## src/rtl/hazard_sb.sv

```systemverilog
// N-lane hazard unit with forwarding selects, stall/flush generation and a register scoreboard for long-latency ops.
// Optional per-hazard cycle counters are enabled with `define HAZARD_PERF_EN.
module hazard_sb #(
    parameter int unsigned LANES = 2,
    parameter int unsigned NREG  = 32,
    parameter int unsigned RW    = 5,
    parameter int unsigned LW    = 1
) (
    input  logic                  clk,
    input  logic                  rst_n,
    input  logic                  enableD,
    input  logic                  PCSrcE,
    input  logic                  Stall_miss,
    input  logic [LANES*RW-1:0]   Rs1D,
    input  logic [LANES*RW-1:0]   Rs2D,
    input  logic [LANES*RW-1:0]   Rs1E,
    input  logic [LANES*RW-1:0]   Rs2E,
    input  logic [LANES*RW-1:0]   RdE,
    input  logic [LANES-1:0]      ResultSrcE0,
    input  logic [LANES-1:0]      EcallE,
    input  logic [LANES-1:0]      EcallM,
    input  logic [LANES-1:0]      LongIssueE,
    input  logic [LANES*RW-1:0]   RdM,
    input  logic [LANES*RW-1:0]   RdW,
    input  logic [LANES-1:0]      RegWriteM,
    input  logic [LANES-1:0]      RegWriteW,
    input  logic                  LongDoneValid,
    input  logic [RW-1:0]         LongDoneRd,
    output logic [LANES*2-1:0]    ForwardAE,
    output logic [LANES*2-1:0]    ForwardBE,
    output logic [LANES*LW-1:0]   FwdLaneAE,
    output logic [LANES*LW-1:0]   FwdLaneBE,
    output logic                  StallF,
    output logic                  StallD,
    output logic                  StallE,
    output logic                  StallM,
    output logic                  StallW,
    output logic                  FlushD,
    output logic                  FlushE,
    output logic [RW:0]           BusyCount
`ifdef HAZARD_PERF_EN
    ,
    input  logic                  PerfClr,
    output logic [31:0]           PerfLoad,
    output logic [31:0]           PerfEcall,
    output logic [31:0]           PerfSb,
    output logic [31:0]           PerfMiss
`endif
);

    localparam int unsigned CW     = RW + 1;
    localparam int unsigned A0_REG = 10;

    logic [NREG-1:0] busyQ;
    logic [NREG-1:0] busyNext;
    logic [CW-1:0]   countNext;
    logic            loadHit;
    logic            ecallSrc;
    logic            sbHit;
    logic            loadHazard;
    logic            ecallHazard;
    logic            sbHazard;

    // Forward select for one E source: M beats W, youngest lane within a stage wins.
    function automatic logic [LW+1:0] fwdSel(input logic [RW-1:0] src);
        logic [1:0]    sel;
        logic [LW-1:0] lane;
        sel  = 2'b00;
        lane = '0;
        if (src != '0) begin
            for (int l = 0; l < LANES; l++) begin
                if (RegWriteW[l] && (RdW[l*RW +: RW] == src)) begin
                    sel  = 2'b01;
                    lane = LW'(l);
                end
            end
            for (int l = 0; l < LANES; l++) begin
                if (RegWriteM[l] && (RdM[l*RW +: RW] == src)) begin
                    sel  = 2'b10;
                    lane = LW'(l);
                end
            end
        end
        return {sel, lane};
    endfunction

    always_comb begin
        ForwardAE = '0;
        ForwardBE = '0;
        FwdLaneAE = '0;
        FwdLaneBE = '0;
        for (int e = 0; e < LANES; e++) begin
            {ForwardAE[e*2 +: 2], FwdLaneAE[e*LW +: LW]} = fwdSel(Rs1E[e*RW +: RW]);
            {ForwardBE[e*2 +: 2], FwdLaneBE[e*LW +: LW]} = fwdSel(Rs2E[e*RW +: RW]);
        end
    end

    // Source-side hazard detection across every D lane.
    always_comb begin
        loadHit  = 1'b0;
        ecallSrc = 1'b0;
        sbHit    = 1'b0;
        for (int k = 0; k < LANES; k++) begin
            if ((Rs1D[k*RW +: RW] == RW'(A0_REG)) || (Rs2D[k*RW +: RW] == RW'(A0_REG))) begin
                ecallSrc = 1'b1;
            end
            if ((Rs1D[k*RW +: RW] != '0) && busyQ[Rs1D[k*RW +: RW]]) begin
                sbHit = 1'b1;
            end
            if ((Rs2D[k*RW +: RW] != '0) && busyQ[Rs2D[k*RW +: RW]]) begin
                sbHit = 1'b1;
            end
            for (int l = 0; l < LANES; l++) begin
                if (ResultSrcE0[l] && (RdE[l*RW +: RW] != '0) &&
                    ((RdE[l*RW +: RW] == Rs1D[k*RW +: RW]) ||
                     (RdE[l*RW +: RW] == Rs2D[k*RW +: RW]))) begin
                    loadHit = 1'b1;
                end
            end
        end
    end

    assign loadHazard  = enableD & loadHit;
    assign ecallHazard = enableD & (|(EcallE | EcallM)) & ecallSrc;
    assign sbHazard    = enableD & sbHit;

    assign StallF = loadHazard | ecallHazard | sbHazard | Stall_miss;
    assign StallD = StallF;
    assign StallE = Stall_miss;
    assign StallM = Stall_miss;
    assign StallW = Stall_miss;
    assign FlushD = ~Stall_miss & PCSrcE;
    assign FlushE = ~Stall_miss & (PCSrcE | loadHazard | ecallHazard | sbHazard);

    // Completion clears first so a same-cycle issue to that register wins.
    always_comb begin
        busyNext = busyQ;
        if (LongDoneValid) begin
            busyNext[LongDoneRd] = 1'b0;
        end
        if (!Stall_miss) begin
            for (int l = 0; l < LANES; l++) begin
                if (LongIssueE[l] && (RdE[l*RW +: RW] != '0)) begin
                    busyNext[RdE[l*RW +: RW]] = 1'b1;
                end
            end
        end
        busyNext[0] = 1'b0;
    end

    always_comb begin
        countNext = '0;
        for (int r = 0; r < NREG; r++) begin
            countNext = countNext + CW'(busyNext[r]);
        end
    end

    always_ff @(posedge clk or negedge rst_n) begin
        if (!rst_n) begin
            busyQ     <= '0;
            BusyCount <= '0;
        end else begin
            busyQ     <= busyNext;
            BusyCount <= countNext;
        end
    end

`ifdef HAZARD_PERF_EN
    function automatic logic [31:0] satInc(input logic [31:0] v, input logic hit);
        return (hit && (v != 32'hFFFF_FFFF)) ? v + 32'd1 : v;
    endfunction

    // Saturating per-cause cycle counters.
    always_ff @(posedge clk or negedge rst_n) begin
        if (!rst_n) begin
            PerfLoad  <= '0;
            PerfEcall <= '0;
            PerfSb    <= '0;
            PerfMiss  <= '0;
        end else if (PerfClr) begin
            PerfLoad  <= '0;
            PerfEcall <= '0;
            PerfSb    <= '0;
            PerfMiss  <= '0;
        end else begin
            PerfLoad  <= satInc(PerfLoad, loadHazard);
            PerfEcall <= satInc(PerfEcall, ecallHazard);
            PerfSb    <= satInc(PerfSb, sbHazard);
            PerfMiss  <= satInc(PerfMiss, Stall_miss);
        end
    end
`endif

endmodule

```

## config.mk

```make
export PLATFORM = sky130hd
export DESIGN_NAME = hazard_sb
export DESIGN_NICKNAME = d
export VERILOG_FILES = /design/src/rtl/hazard_sb.sv
export SDC_FILE = /design/constraint.sdc
export NUM_CORES = 1
export LEC_CHECK = 0
export CAP_MARGIN = 20
export CORE_ASPECT_RATIO = 0.7
export CORE_UTILIZATION = 35
export DETAILED_ROUTE_END_ITERATION = 8
export GPL_TIMING_DRIVEN = 0
export PLACE_DENSITY_LB_ADDON = 0.08
export REMOVE_ABC_BUFFERS = 1
export SKIP_CTS_REPAIR_TIMING = 1
export SYNTH_ARGS = -nofsm -noshare
export SYNTH_HDL_FRONTEND = slang
export SYNTH_SLANG_ARGS = --single-unit
```

## constraint.sdc

```tcl
create_clock -name clk -period 6.05 [get_ports clk]
set_clock_uncertainty 0.2 [all_clocks]
set_input_delay 1.21 -clock clk [delete_from_list [all_inputs] [get_ports clk]]
set_output_delay 1.21 -clock clk [all_outputs]
set_load 0.02 [all_outputs]
```

==> results of run 1 <==
-- cell type report --
class,instances,area [sq um]
clock buffers,6,139
clock inverters,2,37.5
fillers,1453,8140
inverters,53,199
multi-input cells,508,4410
flip-flops and latches,37,926
well taps,200,250
repair buffers,151,1490
-- logic make-up (layout without fill, tap and decap cells) --
kind of cell,Yosys count,count (layout)
buf+inv,118,212
simple gates,187,187
xor+xnor,123,123
flops,37,37
fa+ha+maj,30,30
compound gates,127,127
mux,41,41
-- worst min-delay path by stage --
stage                                     end                 from  slack (ns)  cells past startpoint
after floorplan           busyQ[16]$_DFF_PN0_  busyQ[16]$_DFF_PN0_        0.34                      2
after global placement    busyQ[31]$_DFF_PN0_  busyQ[31]$_DFF_PN0_        0.45                      2
after detailed placement  busyQ[16]$_DFF_PN0_  busyQ[16]$_DFF_PN0_        0.46                      2
after CTS                 busyQ[16]$_DFF_PN0_  busyQ[16]$_DFF_PN0_        0.48                      2
after global routing       busyQ[8]$_DFF_PN0_   busyQ[8]$_DFF_PN0_        0.47                      2
final                      busyQ[8]$_DFF_PN0_   busyQ[8]$_DFF_PN0_        0.43                      2
-- stage by stage --
step	setup TNS, ns	instances	utilization	hold WS [ns]
6_report	-1.14	957	0.478	0.430
5_1_grt	-1.96	957	0.478	0.471
4_1_cts	-8.77	925	0.446	0.480
3_5_place_dp	-10.42	917	0.435	0.462
3_3_place_gp	-13.10	915	0.433	0.445
2_1_floorplan	-2.59	598	-	0.336
-- synthesized netlist by cell type, types with 5 or more instances --
master	instances	share of area
xor2_1	80	0.12
inv_1	53	0.035
o21ai_0	52	0.046
nor2_1	43	0.029
xnor2_1	43	0.067
clkbuf_1	39	0.026
dfrtp_1	37	0.16
a22oi_1	28	0.037
nand2_1	26	0.017
fa_1	23	0.082
nor4_1	21	0.023
mux4_2	15	0.060
and3_1	14	0.016
buf_2	13	0.012
nand3_1	13	0.012
o21a_1	13	0.017
mux2i_1	12	0.021
nor3_1	11	0.0098
a21oi_1	8	0.0071
mux2_2	8	0.016
nand3b_1	8	0.011
nor2b_1	8	0.0089
nor3b_1	8	0.011
ha_1	7	0.016
a31oi_1	6	0.0067
mux4_1	6	0.028
nand4_1	6	0.0067
nor4b_1	6	0.0093
buf_4	5	0.0067
nand4b_1	5	0.0078
or4_1	5	0.0067
-- routing by layer --
layer	share of wire	wire (microns)	vias to the layer above	GRT usage
met2	0.42	8930	214	0.351
met5	0	0	-	0
li1	-	-	2522	-
met3	0.089	1890	14	0.0565
met4	0.0089	189	0	0.0479
met1	0.48	10200	2766	0.379
-- sequential cells by signal, indices dropped and copies added, names as in the netlist --
signal     flops
busyQ         31
BusyCount      6
-- power breakdown --
part / total [W] / switching, W / internal, W
clock: 0.000312 / 0.000107 / 0.000206
combinational: 0.00374 / 0.00181 / 0.00193
sequential: 0.000504 / 0.000115 / 0.000388
total: 0.00456 / 0.00203 / 0.00253
-- critical path: stages --
cell and delay (ns):
buf_12 0.11, nor3_4 0.25, nor4b_4 0.09, buf_6 0.15, a22oi_2 0.23, o21ai_2 0.11, fa_1 0.53, inv_2 0.05
fa_1 0.51, fa_1 0.50, inv_1 0.05, fa_1 0.51, fa_1 0.44, fa_1 0.52, fa_2 0.40, inv_2 0.07
fa_2 0.21, inv_2 0.03, a21o_1 0.16, a21oi_2 0.13, xnor2_1 0.13
-- placed cells by master, fill, tap and decap left out, types with 5 or more instances in the layout --
cell type        Yosys  layout
clkdlybuf4s50_1      0      97
xor2_1              80      80
inv_1               53      46
xnor2_1             43      42
o21ai_0             52      40
dfrtp_1             37      37
nor2_1              43      35
buf_4                5      34
nand2_1             26      25
a22oi_1             28      24
nor4_1              21      21
fa_1                23      21
mux4_2              15      15
and3_1              14      14
nand3_1             13      13
o21a_1              13      13
mux2i_1             12      12
nand3b_1             8       8
nor3_1              11       8
mux2_2               8       8
dlymetal6s2s_1       0       8
inv_2                0       7
ha_1                 7       7
nor2b_1              8       6
o21ai_2              0       6
o21ai_1              0       6
a31oi_1              6       6
nand4_1              6       6
mux4_1               6       6
clkbuf_16            0       6
or4_1                5       5
nor3b_1              8       5
nand4b_1             5       5
nor4b_1              6       5
a21oi_1              8       5
==> impl_metrics.yaml, run 1 <==
outcome:
  outcome: "finished with violations"
  violations: "negative setup slack"
routing:
  wl_per_cell_microns: 22.2
  vias: 5516
  ant_nets: 0
  drc: 0
  firstDrtPassIters: 5
  avgViaCountPerCell: 5.76
  drt_iter0_drc: 443
  totalWireLength_microns: 21300
cells_and_area:
  area_growth_syn_to_layout_pct: 32.4
  diodes: 0
  design_area_sq_um: 7460
  fin_nets: 879
  final_layout_size_suffix_gt1_frac: 0.164
synth:
  synth_mux_area_frac: 0.125
  ys_warn_count: 0
  ys.flop_type: "dfrtp_1"
  synthDistinctLibCells: 56
  synth_edf_count: 0
  synth_top_family_by_area: "XOR/XNOR gates"
  synth-simple-area-share: 0.186
  synth-compound-area-share: 0.147
  synth-xor-area-share: 0.191
  synthAdderAreaFrac: 0.0973
  netlist_instances: 663
  synth.avg_cell_area_sq_um: 8.49
  synthArstFlopShare: 1.00
  netlist_area_sq_um: 5630
  ys_ff_latch: 37
  ys_seq_area_frac: 0.164
setup_path:
  worstPathRequired_ns: 6.06
  r2r-end: "BusyCount[4]$_DFF_PN0_"
  r2r-start: "busyQ[26]$_DFF_PN0_"
  r2r_slack_ns: 0.59
  worst-path-max-fanout: 6
  path_class: "input pin to register"
  crit_arrival_ns: 6.41
  end_kind: "register"
  crit_path_start: "RdE[9]"
  ff2ff_path_depth: 16
  critPathLaunchType: "input pin"
  crit_end: "BusyCount[4]$_DFF_PN0_"
die:
  die_h_microns: 108
  start_util: 0.361
  design.core.area_sq_um: 15600
  pin_count: 118
  rows: 38
  die_w_microns: 154
  die-area_sq_um: 16600
cts:
  cts_made_buffers: 5
  path_clk_slew_ns: 0.06
  cts_root_buffer: "clkbuf_16"
  cts_tree: "yes"
  cts.sinks: 37
  cts_buffer_depth: 2
  clkLatencyLatePin_ns: 0.29
  ctsHtreeMaxLevel: 2
grt:
  grt_overflow: 0
  antenna_found_initial: 0
  grt_pass1_wl_microns: 30900
  grt_max_degree: 38
  grt_pass1_vias: 5162
  grt_util_all_layers: 0.248
power:
  peakVddDrop_mv: 1.86
  leakagePower_nw: 3.05
  powerDensity_nw_per_um2: 612
  total_power_w: 0.00456
hold_path:
  holdCritPathClass: "register to register"
sta:
  max_slew_margin: 0.394
  tightest_slew_ns: 0.906
  min_period_over_period: 1.06
  drv_slew: 0
  finalCriticalPeriod_ns: 6.40
  setup_viol: 5
  setup_ws_ns: -0.352
  rsz0062_at_grt: "true"
  max_freq_ghz: 0.156
  hold_viol_final: 0
place:
  portBuffers: 117
  dp_hpwl_microns: 16700
  pre_cts_ws_ns: -2.02
  gp_congestion: 0.915
  placement.cell_area_sq_um: 6780
run:
  max-cap-violations: 0
Note: power is estimated with default switching activity, not from simulation.
==> run 2, diff against run 1 <==
--- a/config.mk
+++ b/config.mk
@@ -6,7 +6,6 @@
 export NUM_CORES = 1
 export LEC_CHECK = 0
 export CAP_MARGIN = 20
-export CORE_ASPECT_RATIO = 0.7
 export CORE_UTILIZATION = 35
 export DETAILED_ROUTE_END_ITERATION = 8
 export GPL_TIMING_DRIVEN = 0
==> constraint.sdc (replaced) <==
create_clock -name clk -period 7.46 [get_ports clk]
set_clock_uncertainty 0.2 [all_clocks]
set_input_delay 1.492 -clock clk [delete_from_list [all_inputs] [get_ports clk]]
set_output_delay 1.492 -clock clk [all_outputs]
set_load 0.02 [all_outputs]
==> run 2 against run 1 <==
Compared with the run above: the run now ends clean; global-route usage is 0.98 points lower; cell count decreased by 2.2%; clock power shrank 34%; register-to-register slack better by 1.6 ns; die area is essentially flat; setup slack better by 0.58 ns; combinational power down 33%; routed wire length is 9.6% lower.
==> impl_metrics.yaml, run 2 (synthesized netlist as in run 1, its figures left out) <==
run:
  max-cap-violations: 0
die:
  start_util: 0.365
  die_h_microns: 129
  design.core.area_sq_um: 15400
  rows: 45
  die-area_sq_um: 16600
  pin_count: 118
  die_w_microns: 129
sta:
  hold_slack_ns: 0.468
  rsz0062_at_grt: "false"
  hold_viol_final: 0
  finalCriticalPeriod_ns: 7.23
  drv_slew: 0
  max_freq_ghz: 0.138
  max_slew_margin: 0.374
  min_period_over_period: 0.969
  setup_viol: 0
  tightest_slew_ns: 0.936
grt:
  grt_overflow: 0
  grt_pass1_vias: 5270
  grt_max_degree: 38
  grt_pass1_wl_microns: 29900
  antenna_found_initial: 0
  grt_util_all_layers: 0.238
cts:
  cts_buffer_depth: 2
  ctsHtreeMaxLevel: 2
  path_clk_slew_ns: 0.06
  clkLatencyLatePin_ns: 0.28
  cts_root_buffer: "clkbuf_16"
  cts_tree: "yes"
  cts.sinks: 37
  cts_made_buffers: 5
cells_and_area:
  largest_reg_flops: 31
  final_layout_size_suffix_gt1_frac: 0.0717
  diodes: 0
  fin_nets: 847
  reg_top3: "busyQ: 31 flops, BusyCount: 6 flops"
  final-seq-area_sq_um: 926
  multiInputGateArea_sq_um: 4250
  utilization: 0.453
  final_common_cell: "clkdlybuf4s50_1"
  area_growth_syn_to_layout_pct: 24.1
  regMostFlops: "busyQ"
  fillers: 1558
  final_cell_mix: "clkdlybuf4s50_1 (106), xor2_1 (80), inv_1 (53), o21ai_0 (49), xnor2_1 (43)"
setup_path:
  crit_arrival_ns: 7.23
  worstPathRequired_ns: 7.46
  critPathLaunchType: "input pin"
  worst-path-max-fanout: 7
  r2r-start: "busyQ[26]$_DFF_PN0_"
  r2r_slack_ns: 2.16
  end_kind: "register"
  ff2ff_path_depth: 16
  r2r-end: "BusyCount[4]$_DFF_PN0_"
  path_class: "input pin to register"
routing:
  drc: 0
  firstDrtPassIters: 5
  vias: 5274
  drt_iter0_drc: 536
  avgViaCountPerCell: 5.63
  ant_nets: 0
  wl_per_cell_microns: 20.5
  totalWireLength_microns: 19200
hold_path:
  min_path_cells: 2
  holdCritPathClass: "register to register"
  min_from: "busyQ[16]$_DFF_PN0_"
  min_to: "busyQ[16]$_DFF_PN0_"
place:
  portBuffers: 117
  dp_hpwl_microns: 15200
  gp_congestion: 0.872
power:
  peakVddDrop_mv: 2.14
  powerDensity_nw_per_um2: 442
  leakagePower_nw: 2.81
outcome:
  outcome: "completed"
[run 2: layout make-up]
type | count | area share
repair buffers | 119 | 0.172
multi-input cells | 508 | 0.609
clock buffers | 5 | 0.0179
inverters | 53 | 0.0285
well taps | 211 | 0.0378
clock inverters | 3 | 0.00251
flip-flops and latches | 37 | 0.133
[run 2: layer usage]
layer | share of wire | up-vias | track usage
met4 | 0.021 | 0 | 0.0651
met5 | 0 | - | 0
met1 | 0.45 | 2607 | 0.328
li1 | - | 2457 | -
met2 | 0.47 | 183 | 0.395
met3 | 0.057 | 27 | 0.0266
[run 2: worst max path at each step]
stage                        startpoint                      to  slack, ns  cells after the start
after floorplan                  RdE[7]  BusyCount[4]$_DFF_PN0_       0.46                     19
after global placement           RdE[7]  BusyCount[4]$_DFF_PN0_      -1.24                     20
after detailed placement         RdE[9]  BusyCount[4]$_DFF_PN0_      -1.30                     20
after CTS                        RdE[9]  BusyCount[4]$_DFF_PN0_      -1.03                     20
after global routing      LongDoneValid  BusyCount[4]$_DFF_PN0_       0.01                     18
final                     LongDoneValid  BusyCount[4]$_DFF_PN0_       0.23                     18
[run 2: power by group]
part	internal, W	total, W	switching (W)
Clock	0.000122	0.000206	0.0000835
Combinational	0.00121	0.00249	0.00128
Sequential	0.000315	0.000397	0.0000821
Total	0.00165	0.00309	0.00144
[run 2: critical path: stages]
cell             delay (ns)
clkdlybuf4s50_1        0.51
or3b_2                 0.57
or2_2                  0.34
a21oi_2                0.20
fa_1                   0.46
fa_1                   0.47
fa_1                   0.49
inv_1                  0.05
fa_1                   0.48
fa_1                   0.54
fa_1                   0.43
fa_1                   0.40
inv_1                  0.08
fa_1                   0.20
inv_1                  0.05
a21o_1                 0.17
a21oi_1                0.17
xnor2_1                0.14
[run 2: stage by stage]
| step | worst slack [ns] | power, W | setup TNS (ns) | cell area (sq um) | cells |
|---|---|---|---|---|---|
| after CTS | -1.03 | 0.00308 | -4.53 | 6900 | 934 |
| after global placement | -1.24 | 0.00282 | -5.81 | 6760 | 926 |
| after detailed placement | -1.30 | 0.00285 | -6.20 | 6760 | 926 |
| after floorplan | 0.455 | 0.00230 | 0 | 5330 | 598 |
| final | 0.233 | 0.00309 | 0 | 6990 | 936 |
| after global routing | 0.0138 | 0.00355 | 0 | 6990 | 936 |
